## src/rtl/fetch_sequencer_pkg.sv

```systemverilog
// Shared definitions for the fetch sequencer: state codes, default widths
// and the saturating retire-count helper.
package fetch_sequencer_pkg;

  localparam int STATE_WIDTH    = 3;
  localparam int DEF_WORD_SIZE  = 16;
  localparam int DEF_ADDR_WIDTH = 8;
  localparam int COUNT_WIDTH    = 16;

  typedef enum logic [STATE_WIDTH-1:0] {
    ST_IDLE    = 3'd0,
    ST_REQUEST = 3'd1,
    ST_LATCH   = 3'd2,
    ST_EXECUTE = 3'd3,
    ST_HALTED  = 3'd4
  } state_e;

  function automatic logic [COUNT_WIDTH-1:0] sat_inc(input logic [COUNT_WIDTH-1:0] v);
    return (v == {COUNT_WIDTH{1'b1}}) ? v : v + 1'b1;
  endfunction

endpackage

```

## src/rtl/fetch_sequencer_program_counter.sv

```systemverilog
// Program counter register: load wins over increment, wraps modulo 2^ADDR_WIDTH.
module program_counter #(
  parameter int                    ADDR_WIDTH   = 8,
  parameter logic [ADDR_WIDTH-1:0] RESET_VECTOR = '0
) (
  input  logic                  clock_i,
  input  logic                  reset_n_i,
  input  logic                  load_i,
  input  logic [ADDR_WIDTH-1:0] load_value_i,
  input  logic                  increment_i,
  output logic [ADDR_WIDTH-1:0] pc_o
);

  logic [ADDR_WIDTH-1:0] pc_q;
  logic [ADDR_WIDTH-1:0] pc_d;

  always_comb begin
    pc_d = pc_q;
    if (load_i) begin
      pc_d = load_value_i;
    end else if (increment_i) begin
      pc_d = pc_q + 1'b1;
    end
  end

  always_ff @(posedge clock_i or negedge reset_n_i) begin
    if (!reset_n_i) begin
      pc_q <= RESET_VECTOR;
    end else begin
      pc_q <= pc_d;
    end
  end

  assign pc_o = pc_q;

endmodule

```

## src/rtl/fetch_sequencer.sv

```systemverilog
// Fetch sequencer: owns the PC, requests instruction words, pulses fetch_enable
// and holds an execute window until downstream releases it.
module fetch_sequencer
  import fetch_sequencer_pkg::*;
#(
  parameter int                    WORD_SIZE    = DEF_WORD_SIZE,
  parameter int                    ADDR_WIDTH   = DEF_ADDR_WIDTH,
  parameter logic [ADDR_WIDTH-1:0] RESET_VECTOR = '0
) (
  input  logic                   clock,
  input  logic                   reset_n,
  input  logic                   start,
  input  logic                   halt_req,
  input  logic                   stall,
  input  logic                   branch_taken,
  input  logic [ADDR_WIDTH-1:0]  branch_target,
  input  logic                   mem_ready,
  output logic [ADDR_WIDTH-1:0]  pc,
  output logic                   mem_read,
  output logic                   fetch_enable,
  output logic                   instr_valid,
  output logic                   halted,
  output logic [STATE_WIDTH-1:0] state,
  output logic [COUNT_WIDTH-1:0] retired_count
);

  // WORD_SIZE only documents the width shared with fetch_instruction.
  if (WORD_SIZE != DEF_WORD_SIZE) begin : g_nonstandard_word
  end

  state_e                 state_q;
  logic [COUNT_WIDTH-1:0] retired_q;
  logic                   retire;
  logic                   pc_load;
  logic                   pc_inc;

  assign retire = (state_q == ST_EXECUTE) && !stall;

  always_comb begin
    pc_load = 1'b0;
    pc_inc  = 1'b0;
    if (retire && !halt_req) begin
      if (branch_taken) begin
        pc_load = 1'b1;
      end else begin
        pc_inc = 1'b1;
      end
    end
  end

  program_counter #(
    .ADDR_WIDTH  (ADDR_WIDTH),
    .RESET_VECTOR(RESET_VECTOR)
  ) u_pc (
    .clock_i     (clock),
    .reset_n_i   (reset_n),
    .load_i      (pc_load),
    .load_value_i(branch_target),
    .increment_i (pc_inc),
    .pc_o        (pc)
  );

  always_ff @(posedge clock or negedge reset_n) begin
    if (!reset_n) begin
      state_q   <= ST_IDLE;
      retired_q <= '0;
    end else begin
      if (retire) begin
        retired_q <= sat_inc(retired_q);
      end
      case (state_q)
        ST_IDLE: begin
          if (halt_req) begin
            state_q <= ST_HALTED;
          end else if (start) begin
            state_q <= ST_REQUEST;
          end
        end
        ST_REQUEST: begin
          if (mem_ready) begin
            state_q <= ST_LATCH;
          end
        end
        ST_LATCH: state_q <= ST_EXECUTE;
        ST_EXECUTE: begin
          if (!stall) begin
            state_q <= halt_req ? ST_HALTED : ST_REQUEST;
          end
        end
        ST_HALTED: state_q <= ST_HALTED;
        // Illegal encodings fall back to IDLE.
        default:   state_q <= ST_IDLE;
      endcase
    end
  end

  // Moore outputs decoded from the registered state only.
  assign mem_read      = (state_q == ST_REQUEST);
  assign fetch_enable  = (state_q == ST_LATCH);
  assign instr_valid   = (state_q == ST_EXECUTE);
  assign halted        = (state_q == ST_HALTED);
  assign state         = state_q;
  assign retired_count = retired_q;

endmodule

```

## config.mk

```make
export PLATFORM = sky130hd
export DESIGN_NAME = fetch_sequencer
export DESIGN_NICKNAME = d
export VERILOG_FILES = /design/src/rtl/fetch_sequencer_pkg.sv /design/src/rtl/fetch_sequencer_program_counter.sv /design/src/rtl/fetch_sequencer.sv
export SDC_FILE = /design/constraint.sdc
export NUM_CORES = 1
export LEC_CHECK = 0
export BUFFER_PORTS_ARGS = -buffer_cell sky130_fd_sc_hd__buf_2
export CAP_MARGIN = 20
export CORE_ASPECT_RATIO = 1.75
export CORE_MARGIN = 4
export CORE_UTILIZATION = 35
export CTS_CLUSTER_DIAMETER = 80
export CTS_CLUSTER_SIZE = 10
export DETAILED_ROUTE_END_ITERATION = 8
export SLEW_MARGIN = 0
export SYNTH_ARGS = -nofsm -noshare
export SYNTH_HDL_FRONTEND = slang
export SYNTH_HIERARCHICAL = 1
export SYNTH_SLANG_ARGS = --single-unit
```

## constraint.sdc

```tcl
create_clock -name clock -period 2.3 [get_ports clock]
set_clock_uncertainty 0.15 [all_clocks]
set_input_delay 0.46 -clock clock [delete_from_list [all_inputs] [get_ports clock]]
set_output_delay 0.46 -clock clock [all_outputs]
set_load 0.02 [all_outputs]
```

* Word level (Yosys, flattened, before mapping)
Cells that the tools add are included.
** Storage, ports and cells
- Logic and storage cells :: 34
- Flip-flop bits (word level) :: 27
- Output and inout bits :: 31
- Bits of input ports :: 15
** Cells by class
- Muxes and demuxes :: 12
- Equality and inequality tests :: 8
- Add/sub/neg operators :: 2
- Reduce and logical (&&, ||, !) cells :: 8
- Bitwise operators :: 1
** Operator list (count)
- 16-bit by 1-bit adder with 16-bit output, second input constant :: 1
- 16-bit == test, second input constant :: 1
- 8-bit 2-to-1 mux :: 2
- 3-bit 2-to-1 mux :: 5
- 3-bit case mux with 5 select lines :: 1
- 8-bit by 1-bit adder with 8-bit output, second input constant :: 1
- 3-bit by 2-bit == test with 1-bit output, second input constant :: 2
- 1-bit 2-to-1 mux :: 4
- 2-bit inequality test, second input constant :: 2
- 3-bit by 1-bit == test with 1-bit output, second input constant :: 1
- 3-bit == test, second input constant :: 1
- 3-bit zero test :: 1
- 3-bit inequality test, second input constant :: 1
- 3-bit AND reduction :: 1
- 1-bit logical AND :: 2
- 1-bit zero test :: 2
- 2-bit AND reduction :: 1
- 2-bit nonzero test :: 1
- 1-bit inverter :: 1

* Depth between registers and ports, before layout
Gate-level depths: netlist of run 1.
- Depth in word-level cells :: 6
- Depth in mapped cells :: 7
- Mapped depth without buffers :: 6

* Cells and area by module
Netlist of run 1, hierarchy kept.
** By module, submodules not included
- fetch_sequencer :: area each 1049.8 sq um, instances 1, sequential area each 475.5 sq um, cells an instance 94
- program_counter :: area each 450.4 sq um, instances 1, sequential area each 200.2 sq um, cells an instance 49

* Worst setup path before layout of run 1
Ideal clock, no wire load.
- Kind :: reg2reg
- Start :: register state_q[0], in the netlist state[0]
- End :: register u_pc.pc_q[5], in the netlist u_pc/pc_o[5]
- Buffers on the path :: 2
- Arrival :: 1.919 ns
- Setup time :: 0.069 ns
- Cell stages (with the launch flop) :: 8
- Path slack :: 0.162 ns
- Period minus slack after synthesis :: 2.138 ns
- Data required time :: 2.081 ns
- Path through :: dfrtp_1 -> clkbuf_1 -> nand4b_1 -> nor3_1 -> buf_4 -> nand4_4 -> or4_1 -> nand3_1
** On the way
- Longest elaborated chain between the ends :: 5
- Elaborated cells on any way between the ends :: 7
- Those cells by class :: eq/ne (1); mux (3); reduce/logical (3)
** RTL lines
- from (decl) :: line fetch_sequencer.sv:31 : state_e state_q;
- from (signal assigned) :: line fetch_sequencer.sv:87 : state_q <= halt_req ? ST_HALTED : ST_REQUEST;
- 3-bit by 2-bit == test with 1-bit output :: line fetch_sequencer.sv:37 : assign retire = (state_q == ST_EXECUTE) && !stall;
- 1-bit logical AND :: line fetch_sequencer.sv:37
- 1-bit logical AND :: line fetch_sequencer.sv:42 : if (retire && !halt_req) begin
- 1-bit 2-to-1 mux :: line fetch_sequencer.sv:42
- via pc_inc :: line fetch_sequencer.sv:35 : logic pc_inc;
- 2-bit nonzero test (no line)
- to (signal assigned) :: line fetch_sequencer_program_counter.sv:30 : pc_q <= pc_d;
- to (decl) :: line fetch_sequencer_program_counter.sv:14 : logic [ADDR_WIDTH-1:0] pc_q;
The timed path passes the listed nets, and every way through them passes these cells.
A chain may end at the register's enable or synchronous reset.

* Worst setup path in the final report of run 1
- Start :: register state_q[2], in the netlist state[2]
- End :: register u_pc.pc_q[5], in the netlist u_pc/pc_o[5]
Same word-level chain as after synthesis.

==> flow_summary_export.csv, run 1 <==
group,metric,value,unit
route,wl_per_cell,13.5,um
worst_setup_path,path_max_fanout,10,
route,via_per_inst,5.26,
floorplanning,core-area,4150,um2
finish,layout_commonest_cell,"buf_2",
finish,fin_nets,208,
worst_setup_path,rr_startpoint,"state[2]",
worst_setup_path,cp-start-kind,"flop",
hold_path,min_path_type,"in2async",
clocking,clk_pin_slew_worst_paths,0.09,ns
route,ant_nets,0,
clocking,postCtsHoldBufs,0,
global_route,grt_max_degree,28,
floorplanning,die_area,5440,um2
global_route,grt_pass1_wl,5480,um
global_route,grt_pass1_vias,1227,
logic_synthesis,synth_nets,160,
placed_design,dp.cells,235,
worst_setup_path,slowest_delay,0.49,ns
worst_setup_path,worstPathRequired,2.36,ns
timing,rsz0062_at_grt,"no",
power_and_ir_drop,power_density,421,nW/um2
timing,worst_pin_slew,0.606,ns
logic_synthesis,syn-cell-area,1500,um2
clocking,clk_latency,0.27,ns
worst_setup_path,crit_chain,"nand4b_1 -> nor3_1 -> buf_4 -> nand4_4 -> or4_1 -> nand3_1",
worst_setup_path,critPathCaptureType,"flop",
timing,setup_slack,0.326,ns
route,firstDrtPassIters,4,
logic_synthesis,synth_cell_types,38,
clocking,cts_tree,"built",
global_route,use_met3,2.46,%
clocking,clockBufferDepth,2,
floorplanning,floorplan.initialDensity,36.1,%
timing,relSlewSlack,59.6,%
placed_design,io_buffers,45,
placed_design,dp_hpwl,2520,um
logic_synthesis,postSynthCellCount,143,
worst_setup_path,cp_slowest_cell,"or4_1",
global_route,use_met1,15.3,%
worst_setup_path,cp-startpoint,"state[2]",
worst_setup_path,r2r_slack,0.33,ns
timing,min_period,1.97,ns
timing,setup_viol,0,
finish,drive_gt1_share,33.7,%
logic_synthesis,synth_warnings,6,
logic_synthesis,yosys_register_bits,27,
route,drtIter0Drc,13,
worst_setup_path,critPathKind,"reg2reg",
finish,final_cell_mix,"buf_2 (45), dfrtp_1 (27), nand2_1 (16), xor2_1 (16), nand3_1 (10)",
power_and_ir_drop,ir_drop,0.277,mV
global_route,grt_remaining_overflow,0,
job,maxCapViolCount,0,
timing,finalHoldViolCount,0,
clocking,cts_resized,0,
placed_design,gp_congestion,0.764,
logic_synthesis,ys_seq_area_share,45.0,%
status,status,"completed",
timing,tns,0,ns
worst_setup_path,r2r_cells,6,
worst_setup_path,crit_arrival,2.03,ns
finish,areaGrowthSynthToFinish,22.4,%
global_route,grt_util_met2,21.3,%
floorplanning,rows,31,
worst_setup_path,rr_endpoint,"u_pc/pc_o[5]",
route,wirelength,3240,um
power_and_ir_drop,p_leak,0.000987,uW
placed_design,post-place-ws,0.242,ns
finish,final-instance-count-excl-fill,239,
route,drcViolationCount,0,
floorplanning,die_x,57.5,um
clocking,post_cts_buffers,0,
timing,hold_slack,0.0379,ns
clocking,clock_sinks,27,
global_route,grtUsageTotal,12.6,%
logic_synthesis,synth.avg_cell_area,10.5,um2
finish,antenna_cells,0,
timing,drv_slew,0,
floorplanning,die_h,94.6,um
global_route,grt_busiest_layer,"met2",
clocking,cts_root_buffer,"clkbuf_8",
floorplanning,ios,46,
clocking,cts_made_buffers,3,
route,vias,1256,
global_route,grt_antenna_before_repair,0,
timing,max_clock_freq,506,MHz
clocking,cts-htree-levels,1,
timing,min_period_over_period,85.8,%
critical path, delay by kind of cell, from the launching register on:
kind | cells | cell delay, ns
DFF | 1 | 0.48
buffers and inverters | 1 | 0.18
and+or+nand+nor | 5 | 1.12
cells by family (layout without fill, tap and decap cells):
logic type,after synthesis,count (layout),synth area share [%]
AOI/OAI and AO/OA,18,18,7.84
DFF,27,27,45.0
adders and majority gates,2,2,1.67
buffers and inverters,7,54,2.25
xor gates and xnor gates,18,18,10.5
and+or+nand+nor,69,69,31.3
muxes,2,2,1.42
worst max path at each step:
stage / endpoint / slack [ns] / depth (start not counted)
after floorplan: u_pc/pc_o[5] / 0.16 / 7
after global placement: u_pc/pc_o[7] / 0.30 / 8
after detailed placement: u_pc/pc_o[5] / 0.24 / 8
after CTS: u_pc/pc_o[5] / 0.30 / 6
after global routing: u_pc/pc_o[5] / 0.18 / 6
final: u_pc/pc_o[5] / 0.33 / 6
power by group:
part           switching (uW)  total, uW  leakage [uW]  internal [uW]
Clock                     142        266     0.0000228            124
Sequential               1.46        477      0.000372            475
Combinational            17.6       29.9      0.000592           12.3
Total                     161        772      0.000987            612
area by class of cell:
| cell class | count | area (um2) |
|---|---|---|
| clock buffers | 4 | 45.0 |
| fillers | 421 | 2310 |
| inverters | 1 | 3.75 |
| multi-input cells | 109 | 796 |
| flip-flops and latches | 27 | 676 |
| well taps | 49 | 61.3 |
| repair buffers | 49 | 255 |
synthesized netlist by cell type, drive strengths merged:
master   count  share of area [%]
dfrtp       27                 45
nor4         2                2.3
xnor2        2                1.2
inv          1               0.25
and3         1               0.42
mux2         1               0.75
clkbuf       4                1.0
nor3         6                2.3
a31oi        1               0.42
a31o         1               0.58
and4bb       1                1.1
and3b        1               0.58
nor3b        5                2.5
o21ai       10                3.3
a311oi       2                1.2
nand2       16                4.0
or3          1               0.42
ha           2                1.7
nor2b        5                2.1
xor2        16                9.3
a211oi       1               0.50
nand4        8                5.8
nor2         5                1.3
buf          2                1.0
a2111oi      1                1.0
or4          3                1.5
nand4b       1               0.58
and4         2                1.2
o31ai        1               0.50
a21oi        1               0.33
mux2i        1               0.67
nor4b        2                2.0
nand3       10                3.3
layer usage:
| metal | vias to the layer above | routed length, um |
|---|---|---|
| met2 | 46 | 1650 |
| li1 | 616 | - |
| met3 | 4 | 238 |
| met4 | 0 | 56 |
| met1 | 590 | 1290 |
| met5 | - | 0 |
through the flow:
step           instance area (um2)  utilization (%)  power [uW]
6_report                      1840             44.3         772
3_3_place_gp                  1790             43.2         516
3_5_place_dp                  1790             43.2         517
4_1_cts                       1840             44.3         789
2_1_floorplan                 1500                -         492
5_1_grt                       1840             44.3         810
registers in the layout (all words and copies together), names as in the netlist:
signal	cells
retired_count	16
u_pc/pc_o	8
state	3
Power figures use the tool's default switching activity.
==> run 2, diff against run 1 <==
--- a/config.mk
+++ b/config.mk
@@ -9,10 +9,11 @@
 export CAP_MARGIN = 20
 export CORE_ASPECT_RATIO = 1.75
 export CORE_MARGIN = 4
-export CORE_UTILIZATION = 35
+export CORE_UTILIZATION = 50
 export CTS_CLUSTER_DIAMETER = 80
 export CTS_CLUSTER_SIZE = 10
 export DETAILED_ROUTE_END_ITERATION = 8
+export PLACE_DENSITY = 0.78
 export SLEW_MARGIN = 0
 export SYNTH_ARGS = -nofsm -noshare
 export SYNTH_HDL_FRONTEND = slang
==> run 2 against run 1 <==
  * Critical path depth is the same
  * Maximum frequency fell by 0.22%
  * Count of clock-buffer cells in the layout unchanged
  * Register-to-register slack about the same
  * Clock power about the same
  * Sequential cell count stayed put
  * Critical path type unchanged
  * Largest power group unchanged
  * Highest routed layer unchanged
==> flow_summary_export.csv, run 2 (synthesized netlist as in run 1, its figures left out) <==
group,metric,value,unit
finish,antenna_cells,0,
worst_setup_path,path_max_fanout,10,
route,drtIter0Drc,40,
route,wl_per_cell,15.1,um
route,ant_nets,0,
timing,rsz0062_at_grt,"no",
clocking,cts_tree,"built",
route,firstDrtPassIters,4,
timing,min_period_over_period,86.0,%
floorplanning,ios,46,
global_route,grt_pass1_vias,1286,
clocking,clk_latency,0.27,ns
floorplanning,die_area,3980,um2
clocking,clockBufferDepth,2,
floorplanning,die_x,49.4,um
global_route,grt_remaining_overflow,0,
timing,max_clock_freq,505,MHz
route,wirelength,3290,um
global_route,grt_antenna_before_repair,0,
clocking,clock_sinks,27,
finish,final-instance-count-excl-fill,218,
worst_setup_path,crit_chain,"nand4b_1 -> nor3_1 -> buf_4 -> nand4_4 -> or4_1 -> nand3_1",
route,via_per_inst,5.87,
clocking,clk_pin_slew_worst_paths,0.09,ns
finish,fin_nets,208,
timing,drv_slew,0,
power_and_ir_drop,p_leak,0.000987,uW
global_route,grt_pass1_wl,5530,um
worst_setup_path,slowest_delay,0.49,ns
clocking,post_cts_buffers,0,
worst_setup_path,crit_arrival,2.03,ns
global_route,grt_max_degree,28,
placed_design,dp.cells,214,
clocking,cts_made_buffers,3,
floorplanning,core-area,2900,um2
timing,setup_viol,0,
placed_design,io_buffers,45,
placed_design,gp_congestion,0.784,
placed_design,place_area,1770,um2
finish,final_area,1810,um2
floorplanning,floorplan.initialDensity,51.8,%
route,vias,1280,
status,status,"completed",
timing,relSlewSlack,59.9,%
timing,tns,0,ns
floorplanning,die_h,80.5,um
worst_setup_path,cp_top_family,"simple AND/OR/NAND/NOR gates",
worst_setup_path,worst-path-buf-inv,1,
timing,worst_pin_slew,0.602,ns
clocking,cts_resized,0,
global_route,grtUsageTotal,17.6,%
worst_setup_path,cp-start-kind,"flop",
finish,final_cell_mix,"buf_2 (45), dfrtp_1 (27), nand2_1 (16), xor2_1 (16), nand3_1 (10)",
floorplanning,rows,26,
finish,areaGrowthSynthToFinish,20.7,%
clocking,cts-htree-levels,1,
job,maxCapViolCount,0,
worst_setup_path,critPathCaptureType,"flop",
finish,fin_util,62.5,%
timing,min_period,1.98,ns
finish,drive_gt1_share,33.7,%
power_and_ir_drop,finalPower,773,uW
clocking,postCtsHoldBufs,0,
finish,layout_commonest_cell,"buf_2",
clocking,cts_root_buffer,"clkbuf_8",
power_and_ir_drop,power_density,427,nW/um2
worst_setup_path,cp_slowest_cell,"or4_1",
route,drcViolationCount,0,
placed_design,dp_hpwl,2520,um
finish,largest_reg_flops,16,
power_and_ir_drop,ir_drop,0.290,mV
worst_setup_path,worstPathRequired,2.35,ns
worst_setup_path,critPathKind,"reg2reg",
timing,finalHoldViolCount,0,
hold_path,min_path_type,"in2async",
[run 2: cell counts in the layout (fill, tap and decap cells not counted)]
Identical to the previous run, type by type.
[run 2: worst paths after layout]
| kind | startpoint | end | slack [ns] | cells past startpoint |
|---|---|---|---|---|
| worst max-delay path | state[2] | u_pc/pc_o[7] | 0.32 | 6 |
| worst min-delay path | reset_n | retired_count[9] | 0.04 | 1 |
| worst max register to register | state[2] | u_pc/pc_o[7] | 0.32 | 6 |
| worst min register to register | retired_count[15] | retired_count[15] | 0.36 | 1 |
| max in group asynchronous | reset_n | u_pc/pc_o[5] | 1.56 | 1 |
| min in group clock | branch_target[6] | u_pc/pc_o[6] | 0.25 | 3 |
[run 2: area by class of cell]
class                      instances  area [um2]
clock buffer                       4        45.0
fill                             236        1080
inverter                           1        3.75
multi-input combinational        109         796
sequential                        27         676
tap                               28        35.0
timing repair buffer              49         255
[run 2: per-layer routing]
metal  share of wire [%]  global-route usage, %  vias up
met5                   0                      0        -
met4                0.70                   6.65        0
met3                 4.7                   2.23        4
met2                  57                   34.9       41
met1                  38                   18.3      622
li1                    -                      -      613
[run 2: stage by stage]
stage,hold slack (ns),setup WS (ns)
final,0.0388,0.321
after global routing,0.0813,0.110
after CTS,0.0551,0.333
after detailed placement,0.351,0.266
after global placement,0.341,0.293
after floorplan,0.0144,0.162
[run 2: power by group]
part | total, uW | leakage (uW) | switching, uW | internal [uW]
Sequential | 477 | 0.000372 | 1.44 | 475
Clock | 266 | 0.0000228 | 143 | 124
Combinational | 30.2 | 0.000592 | 17.8 | 12.4
Total | 773 | 0.000987 | 162 | 611
